File: src/rtl/lc3_pkg.sv
// lc3_pkg
// Shared LC-3 datapath types and constants. Imported by the register file,
// the condition-code unit, and reused by the ALU and control unit.
//
// Contents:
//   word_t      16-bit datapath word
//   reg_idx_t   3-bit general register index (R0..R7)
//   R7_IDX      index of R7, the JSR/TRAP link register
//   NZP_RESET   condition codes after reset ({N,Z,P} = Z)
package lc3_pkg;

  typedef logic [15:0] word_t;
  typedef logic [2:0]  reg_idx_t;

  localparam reg_idx_t   R7_IDX    = 3'b111;
  localparam logic [2:0] NZP_RESET = 3'b010;

endpackage

File: src/rtl/reg_file_cc_cc_unit.sv
// cc_unit
// Condition-code and branch-enable state for the LC-3 datapath.
// Decodes N/Z/P from the bus word and registers it on LD_CC; evaluates the
// BR condition against the registered NZP and registers it on LD_BEN.
//
// Ports:
//   clk      in   rising-edge clock
//   rst_n    in   asynchronous active-low reset
//   bus      in   datapath bus word (condition-code source)
//   ir_cond  in   IR[11:9], the n/z/p mask of a BR instruction
//   ld_cc    in   load NZP from bus this edge
//   ld_ben   in   load BEN this edge
//   nzp      out  registered {N,Z,P}
//   ben      out  registered branch enable
module cc_unit
  import lc3_pkg::*;
#(
  parameter int WIDTH = 16
) (
  input  logic             clk,
  input  logic             rst_n,
  input  logic [WIDTH-1:0] bus,
  input  logic [2:0]       ir_cond,
  input  logic             ld_cc,
  input  logic             ld_ben,
  output logic [2:0]       nzp,
  output logic             ben
);

  logic [2:0] nzp_next;
  logic       bus_zero;
  logic       ben_next;

  // Exactly one of N/Z/P is set for any bus value: the sign bit wins for
  // negatives, zero is its own case, everything else is positive.
  always_comb begin
    nzp_next = 3'b000;
    bus_zero = (bus == '0);
    nzp_next = {bus[WIDTH-1], bus_zero, ~bus[WIDTH-1] & ~bus_zero};
  end

  // The branch decision uses the NZP already in the flops, so a CC load on
  // the same edge does not affect the BEN being captured.
  always_comb begin
    ben_next = (ir_cond[2] & nzp[2]) | (ir_cond[1] & nzp[1]) | (ir_cond[0] & nzp[0]);
  end

  always_ff @(posedge clk or negedge rst_n) begin
    if (!rst_n) begin
      nzp <= NZP_RESET;
    end else if (ld_cc) begin
      nzp <= nzp_next;
    end
  end

  always_ff @(posedge clk or negedge rst_n) begin
    if (!rst_n) begin
      ben <= 1'b0;
    end else if (ld_ben) begin
      ben <= ben_next;
    end
  end

endmodule

File: src/rtl/reg_file_cc.sv
// reg_file_cc
// LC-3 general register file (R0..R7) with the condition-code / BEN state.
// Two combinational read ports feed the ALU; one write port takes the bus.
//
// Ports:
//   Clk      in   rising-edge clock
//   Reset_n  in   asynchronous active-low reset
//   BUS      in   datapath bus: register write data and CC source
//   IR       in   current instruction register
//   LD_REG   in   write BUS into the selected DR this edge
//   LD_CC    in   update NZP from BUS this edge
//   LD_BEN   in   update BEN this edge
//   DRMUX    in   DR select: 0 = IR[11:9], 1 = R7
//   SR1MUX   in   SR1 select: 0 = IR[11:9], 1 = IR[8:6]
//   SR1      out  read port 1
//   SR2      out  read port 2, index IR[2:0]
//   NZP      out  registered condition codes {N,Z,P}
//   BEN      out  registered branch enable
module reg_file_cc
  import lc3_pkg::*;
#(
  parameter int WIDTH = 16,
  parameter int NREGS = 8
) (
  input  logic             Clk,
  input  logic             Reset_n,
  input  logic [WIDTH-1:0] BUS,
  input  logic [15:0]      IR,
  input  logic             LD_REG,
  input  logic             LD_CC,
  input  logic             LD_BEN,
  input  logic             DRMUX,
  input  logic             SR1MUX,
  output logic [WIDTH-1:0] SR1,
  output logic [WIDTH-1:0] SR2,
  output logic [2:0]       NZP,
  output logic             BEN
);

  logic [WIDTH-1:0] regs [NREGS];
  reg_idx_t         dr_idx;
  reg_idx_t         sr1_idx;
  reg_idx_t         sr2_idx;

  // Opcode and the middle operand field are decoded elsewhere.
  logic unused_ir_bits;
  assign unused_ir_bits = ^{IR[15:12], IR[5:3]};

  // Register index selection. DRMUX=1 targets R7 for the link register.
  always_comb begin
    dr_idx  = DRMUX  ? R7_IDX   : IR[11:9];
    sr1_idx = SR1MUX ? IR[8:6]  : IR[11:9];
    sr2_idx = IR[2:0];
  end

  // Reads come straight from the array with no write bypass: a same-cycle
  // write to the addressed register only shows up after the edge.
  always_comb begin
    SR1 = regs[sr1_idx];
    SR2 = regs[sr2_idx];
  end

  // Single write port; reset clears every register asynchronously so no
  // partially-completed write can survive a mid-cycle reset.
  always_ff @(posedge Clk or negedge Reset_n) begin
    if (!Reset_n) begin
      for (int i = 0; i < NREGS; i++) begin
        regs[i] <= '0;
      end
    end else if (LD_REG) begin
      regs[dr_idx] <= BUS;
    end
  end

  cc_unit #(
    .WIDTH (WIDTH)
  ) u_cc (
    .clk     (Clk),
    .rst_n   (Reset_n),
    .bus     (BUS),
    .ir_cond (IR[11:9]),
    .ld_cc   (LD_CC),
    .ld_ben  (LD_BEN),
    .nzp     (NZP),
    .ben     (BEN)
  );

endmodule

File: config.mk
export PLATFORM = sky130hd
export DESIGN_NAME = reg_file_cc
export DESIGN_NICKNAME = d
export VERILOG_FILES = /design/src/rtl/lc3_pkg.sv /design/src/rtl/reg_file_cc_cc_unit.sv /design/src/rtl/reg_file_cc.sv
export SDC_FILE = /design/constraint.sdc
export NUM_CORES = 1
export LEC_CHECK = 0
export CAP_MARGIN = 30
export CORE_UTILIZATION = 55
export CTS_CLUSTER_DIAMETER = 50
export CTS_CLUSTER_SIZE = 25
export DETAILED_ROUTE_END_ITERATION = 8
export HOLD_SLACK_MARGIN = 0.03
export PLACE_DENSITY = 0.87
export SYNTH_ARGS = -nofsm -noshare
export SYNTH_HDL_FRONTEND = slang
export SYNTH_SLANG_ARGS = --single-unit
File: constraint.sdc
create_clock -name Clk -period 2.2 [get_ports Clk]
set_input_delay 0.22 -clock Clk [delete_from_list [all_inputs] [get_ports Clk]]
set_output_delay 0.22 -clock Clk [all_outputs]
set_load 0.005 [all_outputs]
==> summary.txt, run 1 <==
Run
  • Number of max-cap violations: 0

Yosys
  • Sequential share of the synthesized area: 0.472
  • Post-Syn Area per Cell: 15.4 um^2
  • Area leader, netlist: dfrtp_1
  • Syn_nets: 495
  • Synthesized cell area: 7000 um^2
  • Post-Synthesis Cells: 456
  • Yosys reg bits: 132
  • Top-area cell type share of the netlist area: 0.468
  • Ys async rst share: 1.00
  • Ys flop type: dfrtp_1
  • Post-synth EDFFs: 0
  • Synth area leaders: dfrtp_1 47%, mux2_2 24%, mux4_2 20%, nand2_1 2.6%, buf_2 1.0%
  • Library cells used by synthesis: 31
  • Yosys warning total: 0

Timing
  • Relative slew slack: 0.667
  • Final period utilization: 0.961
  • Post-layout min period: 2110 ps
  • RSZ-0062 raised after global routing: no
  • Least-Margin Pin Slew: 494 ps
  • Final setup fails: 0
  • Fmax: 473 MHz
  • Final Hold Fails: 0
  • Final slew viol count: 0
  • Clk_skew: 0.0337 ps

Placement
  • Placed cell area: 8240 um^2
  • Port Buffers: 67
  • GPL Wtd Cong: 0.823
  • Post-DP HPWL: 11300 um

Worst setup path
  • Reg-to-reg slack, setup: 1260 ps
  • R2r startpoint: u_cc.nzp[1]
  • Critical Path AT: 1890 ps
  • CP Class: in2out
  • Worst Path Max Fanout: 8
  • Reg2reg path depth: 2
  • CP startpoint kind: input pin
  • Critical Path RT: 1980 ps
  • CP endpoint: SR1[3]
  • Critical path capture point type: output pin
  • FF-to-FF End: u_cc.ben
  • Start point of the critical path: IR[9]

CTS
  • CTS max path bufs: 2
  • Number of H-tree levels: 4
  • TritonCTS buffer count: 17
  • CTS Sinks: 132
  • CTS tree: done
  • Worst skew pair latency: 410 ps
  • CTS clk-pin slew, worst paths: 60 ps
  • Clock Root Buffer: clkbuf_16

Global route
  • Vias in the first global route: 5273
  • Pin count of the biggest net entering global routing: 63
  • Initial antenna violation count: 0
  • First-pass GRT wire length: 29800 um
  • Overall Global Routing Usage: 0.316
  • Gr ovfl total: 0

Floorplan
  • Core area: 12200 um^2
  • Initial Util: 0.573
  • I/O Pins: 75
  • DIE AREA: 13200 um^2
  • Die height: 115 um
  • Die W: 115 um
  • Row Count: 40

Pwr
  • Net Sw Frac: 0.267
  • Combinational Power Share: 0.262
  • Clk pwr share: 0.329
  • Reg power frac: 0.409
  • PwrDens: 908 nW/um^2
  • Int Pwr: 0.00606 W
  • NetSw: 0.00220 W
  • Leak: 3.98 nW
  • Worst vdd ir: 0.652 mV

Layout
  • Ant. Diodes: 0
  • Design area: 9110 um^2
  • Filler Cell Count: 757
  • Area grow syn2layout: 30.1%
  • Layout cells sized above 1: 0.553
  • Fin nets: 625
  • Fin util: 0.746

Drt
  • Vias: 4832
  • First DRT Iteration DRCs: 357
  • DRT Pass-1 Iters: 5
  • DR WL/cell: 24.7 um
  • Routed wire length: 18900 um
  • DR vias/cell: 6.30
  • Residual DRC count: 0
  • Routed Antenna Nets: 0

Status
  • Status: completed

Hold path
  • Worst min path class: in2async
critical path, stage by stage:
cell,delay (ps)
clkdlybuf4s15_2,200
mux2i_4,200
buf_6,200
buf_4,140
mux4_2,500
nand2_2,80
nand2_1,70
dlygate4sd2_1,270
per-layer routing:
metal	up-vias	track usage	wire (um)
met5	-	0	0
met4	0	0.119	386
met3	37	0.0633	1240
li1	2014	-	-
met2	215	0.527	9830
met1	2566	0.413	7450
cells in the mapped netlist (2+ instances only):
cell,count
buf_6,4
a21oi_1,2
nor2_1,3
buf_2,14
nor3b_2,3
mux4_2,63
o21ai_0,4
nor4_1,4
dfrtp_1,131
clkbuf_1,8
nand3b_1,2
buf_1,2
nand2_1,48
mux2_2,147
and3_1,2
buf_4,3
mux2i_1,2
what timing repair did:
| action | CTS | global route |
|---|---|---|
| setup endpoints to repair | 32 | 5 |
| pin swaps | 1 | 0 |
| gates resized for setup | 61 | 3 |
| hold buffers | 1 | 0 |
| hold endpoints to repair | 25 | 0 |
| buffers inserted | 26 | 0 |
| gates cloned | 3 | 1 |
power groups by stage:
| stage | sequential, W | combinational (W) | clock [W] |
|---|---|---|---|
| after floorplan | 0.00324 | 0.00133 | 0 |
| after global routing | 0.00343 | 0.00231 | 0.00286 |
| after CTS | 0.00335 | 0.00216 | 0.00275 |
| final | 0.00338 | 0.00216 | 0.00272 |
| after global placement | 0.00334 | 0.00199 | 0 |
| after detailed placement | 0.00340 | 0.00207 | 0 |
kinds of logic after synthesis:
logic type	count (synthesis)	share of synthesized area
multiplexers	213	0.445
flip-flops	132	0.472
AND/OR/NAND/NOR	67	0.0458
buffers and inverters	32	0.0256
AO/OA/AOI/OAI	12	0.0114
stage by stage:
stage	total power, W	std cells	hold WS (ps)	setup TNS (ps)	worst slack [ps]
5_1_grt	0.00861	767	298	0	32.9
6_report	0.00827	767	273	0	86.6
4_1_cts	0.00825	767	281	0	39.1
3_3_place_gp	0.00533	705	167	-7390	-462
3_5_place_dp	0.00547	705	169	-8090	-485
2_1_floorplan	0.00457	456	-75.6	0	409
state kept, by name (all words and copies together), names as in the netlist:
name,count
u_cc.ben,1
u_cc.nzp,3
regs,128
cell type report:
| class | instances | area, um^2 | share of cell area |
|---|---|---|---|
| Sequential cell | 132 | 3300 | 0.363 |
| Clock inverter | 8 | 73.8 | 0.00810 |
| Inverter | 1 | 3.75 | 0.000412 |
| Tap cell | 168 | 210 | 0.0231 |
| Clock buffer | 24 | 502 | 0.0551 |
| Multi-Input combinational cell | 292 | 3550 | 0.389 |
| Timing Repair Buffer | 142 | 1470 | 0.161 |
worst min path at each step:
| stage | slack, ps | to | depth (start not counted) | from |
|---|---|---|---|---|
| 2_1_floorplan | -80 | regs[0] | 0 | Reset_n |
| 3_3_place_gp | 170 | regs[61] | 1 | Reset_n |
| 3_5_place_dp | 170 | regs[45] | 1 | Reset_n |
| 4_1_cts | 280 | regs[13] | 2 | Reset_n |
| 5_1_grt | 300 | regs[61] | 2 | Reset_n |
| 6_report | 270 | regs[13] | 2 | Reset_n |
cells in the final DEF, fill, tap and decap left out, types with 4 or more instances in the layout:
cell type | Yosys | layout
mux4_2 | 63 | 63
clkdlybuf4s50_1 | 0 | 26
buf_4 | 3 | 50
buf_6 | 4 | 8
nor4_1 | 4 | 4
buf_12 | 0 | 14
dlygate4sd2_1 | 0 | 35
mux2_2 | 147 | 146
clkinv_2 | 0 | 4
clkbuf_8 | 0 | 5
clkbuf_16 | 0 | 18
dfrtp_1 | 131 | 131
nand2_1 | 48 | 47
No activity file was read; power rests on OpenSTA's default activity.
==> run 2: changes to the inputs <==
Settings changed: CELL_PAD_IN_SITES_DETAIL_PLACEMENT set to 0, CELL_PAD_IN_SITES_GLOBAL_PLACEMENT set to 1, CORE_UTILIZATION 55 to 48, PLACE_DENSITY 0.87 to 0.89.
Clock period 2.2 ns to 2.05 ns, I/O delays scaled along.
==> run 2 against run 1 <==
  * Register-to-register slack got worse by 250 ps
  * Setup slack worse by 180 ps
  * Worst hold slack worse by 83 ps
  * Die area grew 14%
  * Non-clock buffer count increased by 15
  * The flow now finishes with violations (setup timing)
  * Final cell count increased by 3.1%
  * Routed wire length grew 2.3%
  * Sequential power up 7.1%
  * Total power grew 7.2%
  * Combinational power up 15%
  * Largest power group unchanged
  * Clock power is essentially flat
==> summary.txt, run 2 (synthesis results as in run 1) <==
CTS
  • CTS tree: done
  • Worst skew pair latency: 420 ps (about the same)
  • Number of H-tree levels: 4 (unchanged)
  • CTS clk-pin slew, worst paths: 50 ps (about the same)
  • CTS max path bufs: 2 (unchanged)
  • TritonCTS buffer count: 17 (unchanged)
  • Clock Root Buffer: clkbuf_16
  • CTS Sinks: 132 (unchanged)

Layout
  • Seq. cell area: 3300 um^2 (unchanged)
  • Biggest regs: regs: 128 flops, u_cc.nzp: 3 flops, u_cc.ben: 1 flops
  • Area of the multi-input gates: 3580 um^2 (+0.99%)
  • Layout cells sized above 1: 0.570 (+0.0170)
  • Filler Cell Count: 932 (+23%)
  • Ant. Diodes: 0 (unchanged)
  • Fin nets: 640 (+2.4%)
  • Max reg flops: 128 (unchanged)
  • Most common cell after layout, fill and taps aside: mux2_2
  • Most frequent cells in the layout: 139 x mux2_2, 131 x dfrtp_1, 63 x mux4_2
  • Top reg by flops: regs
  • Area grow syn2layout: 32.8%

Worst setup path
  • Delay-heaviest family, CP: buffers and inverters
  • Crit-path max cell delay: 510 ps (about the same)
  • Critical Path RT: 1850 ps (-130 ps)
  • Critical path capture point type: output pin
  • CP startpoint kind: input pin
  • Cell breakdown of the critical path: buf_6 > mux2i_4 > buf_6 > buf_6 > buf_6 > buf_16 > mux4_2 > nand2_1 > nand2_1 > dlygate4sd2_1
  • CP Class: in2out
  • Critical-path top delay cell: mux4_2
  • CP bufs+invs: 6 (+2)
  • CP most frequent cell: buf_6
  • Critical Path AT: 1940 ps (+50 ps)
  • Worst Path Max Fanout: 5 (-3)

Global route
  • Gr ovfl total: 0 (unchanged)
  • Initial antenna violation count: 0 (unchanged)
  • Pin count of the biggest net entering global routing: 44 (-30%)
  • First-pass GRT wire length: 30000 um (+0.63%)
  • Vias in the first global route: 5160 (-2.1%)
  • Overall Global Routing Usage: 0.279 (-0.0371)

Timing
  • Relative slew slack: 0.695 (+0.0275)
  • Final setup fails: 2 (+2)
  • Final period utilization: 1.05
  • Clk_skew: 1.43 ps (+1.39 ps)
  • Hold slack final: 189 ps (-83.3 ps)
  • Fmax: 466 MHz
  • RSZ-0062 raised after global routing: yes
  • Post-layout min period: 2140 ps
  • Setup TNS: -106 ps (-106 ps)
  • Final slew viol count: 0 (unchanged)
  • Final WS setup: -94.2 ps (-181 ps)
  • Least-Margin Pin Slew: 453 ps (-40.9 ps)
  • Final Hold Fails: 0 (unchanged)

Run
  • Number of max-cap violations: 0 (unchanged)

Pwr
  • Clk pwr share: 0.311 (-0.018)
  • Leak: 4.08 nW (+2.3%)
  • Worst vdd ir: 0.715 mV (+9.6%)
  • Power, Total: 0.00886 W (+7.2%)
  • Combinational Power Share: 0.280 (+0.018)
  • NetSw: 0.00234 W (+6.4%)
  • Reg power frac: 0.409 (about the same)
  • Int Pwr: 0.00652 W (+7.5%)
  • PwrDens: 953 nW/um^2 (+5.1%)
  • Net Sw Frac: 0.265 (-0.00197)

Floorplan
  • Core area: 14000 um^2 (+15%)
  • I/O Pins: 75 (unchanged)
  • Initial Util: 0.499 (-0.0747)
  • Die height: 123 um (+6.9%)
  • Die W: 123 um (+6.9%)
  • Row Count: 43 (+7.5%)
  • DIE AREA: 15100 um^2 (+14%)

Drt
  • Routed length on met1: 7510 um (+0.87%)
  • DR vias/cell: 6.20 (-1.5%)
  • Residual DRC count: 0 (unchanged)
  • Top Metal Used: met4
  • Vias: 4908 (+1.6%)
  • Routed wire length: 19300 um (+2.3%)
  • First DRT Iteration DRCs: 441 (+24%)
  • WL met2: 10100 um (+3.0%)
  • Routed wl met3: 1170 um (-6.1%)
  • DR WL/cell: 24.5 um (-0.79%)
  • Routed Antenna Nets: 0 (unchanged)
  • DRT Pass-1 Iters: 5 (unchanged)

Hold path
  • Worst min path class: in2async

Status
  • Status: finished with violations
  • Failing checks: setup timing

Placement
  • Port Buffers: 67 (unchanged)
  • GPL Wtd Cong: 0.772 (-6.2%)
  • Post-DP HPWL: 11400 um (+0.64%)
## run 2: per-stage QoR
stage	std cells	setup WS (ps)	area [um^2]	util
2_1_floorplan	456	289	7000	-
6_report	791	-94.2	9290	0.662
5_1_grt	791	-144	9290	0.662
4_1_cts	775	-113	9170	0.653
3_3_place_gp	715	-623	8260	0.588
3_5_place_dp	715	-653	8260	0.588
## run 2: metal layers
metal  vias up  GRT usage
met5         -          0
met4         0      0.107
met3        45     0.0581
met2       227      0.475
met1      2588      0.348
li1       2048          -
## run 2: timing repair
action / 4_1_cts / 5_1_grt
setup buffers: 24 / 16
cloned: 6 / 0
pin swaps: 1 / 2
endpoints found under the setup margin: 32 / 26
endpoints found under the hold margin: 94 / 0
resized for setup: 77 / 35
hold buffers: 1 / 0
## run 2: final cells by class
class	instances	share of cell area
multi-input cells	292	0.385
well taps	180	0.0242
repair buffers	157	0.178
clock buffers	24	0.0508
inverters	1	0.000404
flip-flops and latches	132	0.356
clock inverters	5	0.00579
## run 2: path summary, 6_finish.rpt
path | start | endpoint | slack, ps | cells past startpoint
min in group Clk | LD_BEN | u_cc.ben | 380 | 2
worst min-delay path | Reset_n | regs[83] | 190 | 2
worst max register to register | regs[15] | regs[15] | 1010 | 3
worst max-delay path | SR1MUX | SR1[0] | -90 | 10
max in group asynchronous | Reset_n | regs[94] | 1150 | 3
worst min register to register | regs[69] | regs[69] | 530 | 1
## run 2: power groups by stage
stage | clock network, W | registers, W | logic, W
2_1_floorplan | 0 | 0.00348 | 0.00143
3_3_place_gp | 0 | 0.00359 | 0.00216
3_5_place_dp | 0 | 0.00365 | 0.00223
4_1_cts | 0.00277 | 0.00359 | 0.00236
5_1_grt | 0.00291 | 0.00368 | 0.00266
6_report | 0.00275 | 0.00362 | 0.00248
==> run 3: changes to the inputs <==
Settings changed: SYNTH_HIERARCHICAL set to 1.
==> run 3 against run 2 <==
  * Largest cell class unchanged
  * Critical path depth fell by 7
  * Final area rose by 1.5%
  * Maximum frequency rose by 6.1%
  * Flip-flop and latch count did not move
  * Setup slack improved by 120 ps
  * Worst hold slack improved by 100 ps
  * Via count fell by 0.20%
  * The flow now finishes without violations
  * Die area barely moved
  * Final cell count rose by 2.1%
==> summary.txt, run 3 <==
Layout
  • Ant. Diodes: 0 (unchanged)
  • Area grow syn2layout: 34.7%
  • Seq. cell area: 3300 um^2 (unchanged)
  • Top reg by flops: regs
  • Max reg flops: 128 (unchanged)
  • Non-Filler Instances: 808 (+2.1%)
  • Layout cells sized above 1: 0.576 (+0.00688)
  • Biggest regs: regs: 128 flops, u_cc/nzp: 3 flops, u_cc/ben: 1 flops
  • Most frequent cells in the layout: 135 x mux2_2, 131 x dfrtp_1, 68 x buf_4
  • Filler Cell Count: 921 (-1.2%)
  • Design area: 9430 um^2 (+1.5%)
  • Fin nets: 654 (+2.2%)
  • Most common cell after layout, fill and taps aside: mux2_2
  • Area of the multi-input gates: 3570 um^2 (-0.31%)

Yosys
  • Largest family of logic cells by synthesized area: multiplexers
  • Synth Area in Adders: 0 (unchanged)
  • Sequential share of the synthesized area: 0.472 (about the same)
  • Area leader, netlist: dfrtp_1
  • Post-synthesis xor/xnor area fraction: 0 (unchanged)
  • Synth area leaders: dfrtp_1 47%, mux2_2 23%, mux4_2 20%, nand2_1 2.6%, buf_2 0.93%
  • Library cells used by synthesis: 34 (+9.7%)
  • Yosys reg bits: 132 (unchanged)
  • Post-synth EDFFs: 0 (unchanged)
  • Simple-Gate Fraction of Synth Area: 0.0467 (+0.000910)
  • Top-area cell type share of the netlist area: 0.468 (about the same)
  • Compound-cell area share of the yosys netlist: 0.0127 (+0.00126)
  • Most common cell in the netlist: mux2_2
  • Syn_nets: 496 (+0.20%)
  • Top cell types by occurrence after synthesis: 145 x mux2_2, 131 x dfrtp_1, 63 x mux4_2
  • Post-Syn Area per Cell: 15.3 um^2 (-0.25%)
  • Ys flop type: dfrtp_1
  • Synthesized cell area: 7000 um^2 (about the same)
  • Ys async rst share: 1.00 (unchanged)
  • Mux share of post-synthesis cell area: 0.444 (-0.00163)
  • Yosys warning total: 6 (+6)
  • Post-Synthesis Cells: 457 (+0.22%)

Run
  • Number of max-cap violations: 0 (unchanged)

CTS
  • CTS clk-pin slew, worst paths: 60 ps (about the same)
  • TritonCTS buffer count: 17 (unchanged)
  • CTS max path bufs: 2 (unchanged)
  • CTS tree: done
  • Number of H-tree levels: 4 (unchanged)
  • CTS Sinks: 132 (unchanged)
  • Worst skew pair latency: 420 ps (about the same)
  • Clock Root Buffer: clkbuf_16

Global route
  • Gr ovfl total: 0 (unchanged)
  • Vias in the first global route: 5236 (+1.5%)
  • Pin count of the biggest net entering global routing: 45 (+2.3%)
  • Initial antenna violation count: 0 (unchanged)
  • First-pass GRT wire length: 30000 um (about the same)
  • Overall Global Routing Usage: 0.279 (+0.000500)

Floorplan
  • DIE AREA: 15100 um^2 (about the same)
  • Row Count: 43 (unchanged)
  • Die W: 123 um (about the same)
  • Die height: 123 um (about the same)
  • I/O Pins: 75 (unchanged)
  • Core area: 14000 um^2 (unchanged)
  • Initial Util: 0.498 (about the same)

Drt
  • DRT Pass-1 Iters: 5 (unchanged)
  • Routed wire length: 19100 um (-1.5%)
  • Vias: 4898 (-0.20%)
  • Routed Antenna Nets: 0 (unchanged)
  • DR vias/cell: 6.06 (-2.3%)
  • First DRT Iteration DRCs: 342 (-22%)
  • Residual DRC count: 0 (unchanged)
  • DR WL/cell: 23.6 um (-3.5%)

Timing
  • Final slew viol count: 0 (unchanged)
  • Final Hold Fails: 0 (unchanged)
  • Fmax: 495 MHz (+6.1%)
  • Post-layout min period: 2020 ps (-123 ps)
  • RSZ-0062 raised after global routing: yes
  • Final period utilization: 0.986 (-0.0599)
  • Clk_skew: 0.357 ps (-1.07 ps)
  • Relative slew slack: 0.548 (-0.147)
  • Least-Margin Pin Slew: 672 ps (+219 ps)
  • Final setup fails: 0 (-2)

Pwr
  • Leak: 4.15 nW (+1.7%)
  • Worst vdd ir: 0.656 mV (-8.3%)
  • PwrDens: 962 nW/um^2 (+0.87%)

Worst setup path
  • Delay-heaviest family, CP: multiplexers
  • CP Class: reg2out
  • Worst Path Max Fanout: 2 (-3)
  • CP bufs+invs: 1 (-5)
  • Critical path capture point type: output pin
  • Critical Path RT: 1850 ps (about the same)
  • Crit-path max cell delay: 510 ps (about the same)
  • R2r startpoint: u_cc/nzp[2]
  • Critical Path AT: 1820 ps (-120 ps)
  • Cell breakdown of the critical path: mux4_2 > mux2_4 > clkdlybuf4s15_1
  • Start point of the critical path: regs[6]
  • Critical-path top delay cell: mux4_2
  • CP startpoint kind: flip-flop

Placement
  • Post-DP HPWL: 11300 um (-1.3%)
  • GPL Wtd Cong: 0.789 (+2.2%)
  • Placed cell area: 8230 um^2 (-0.39%)
  • Cells after DPL: 718 (+0.42%)
  • Port Buffers: 67 (unchanged)

Hold path
  • Worst min path class: in2async

Status
  • Status: completed
run 3: timing repair:
action / 4_1_cts / 5_1_grt
hold buffers: 1 / 0
endpoints found under the hold margin: 31 / 0
resized for setup: 90 / 36
buffers inserted: 37 / 13
gates cloned: 7 / 0
setup endpoints to repair: 32 / 29
pin swaps: 2 / 2
run 3: logic make-up (layout without fill, tap and decap cells):
group	count (synthesis)	after routing
AOI/OAI and AO/OA	13	13
buffers and inverters	33	204
and+or+nand+nor	67	67
muxes	212	212
DFF	132	132
run 3: power by group:
group          total, W  leakage (nW)  internal [W]  switching (W)
Clock           0.00293         0.282       0.00182        0.00111
Sequential      0.00360          1.61       0.00318       0.000421
Combinational   0.00253          2.26       0.00167       0.000864
run 3: final timing paths:
kind	to	slack, ps	cells past startpoint
max	SR2[6]	30	3
min	regs[99]	290	2
min in group Clk	u_cc/ben	350	4
max in group asynchronous	u_cc/nzp[1]	1090	3
min reg2reg	u_cc/nzp[1]	500	2
max reg2reg	u_cc/ben	1020	2
run 3: routing by layer:
metal  wire (um)  share of wire  GRT usage
met1        7410           0.39      0.337
met2       10100           0.53      0.485
met3         962          0.050     0.0493
met4         580          0.030      0.130
met5           0              0          0
run 3: area by class of cell:
cell class              count  area share
inverters                   3     0.00119
flip-flops and latches    132       0.350
clock inverters             8     0.00783
well taps                 180      0.0239
clock buffers              24      0.0532
multi-input cells         292       0.379
repair buffers            169       0.185
run 3: per-stage QoR:
step	setup TNS [ps]	util	hold slack (ps)	power, W	worst slack (ps)
after detailed placement	-12320	0.586	192	0.00585	-621
after CTS	-12.0	0.661	287	0.00894	-10.6
after floorplan	0	-	-90.6	0.00490	268
after global routing	-48.2	0.671	338	0.00946	-22.7
final	0	0.671	291	0.00907	28.6
after global placement	-11790	0.586	182	0.00573	-583
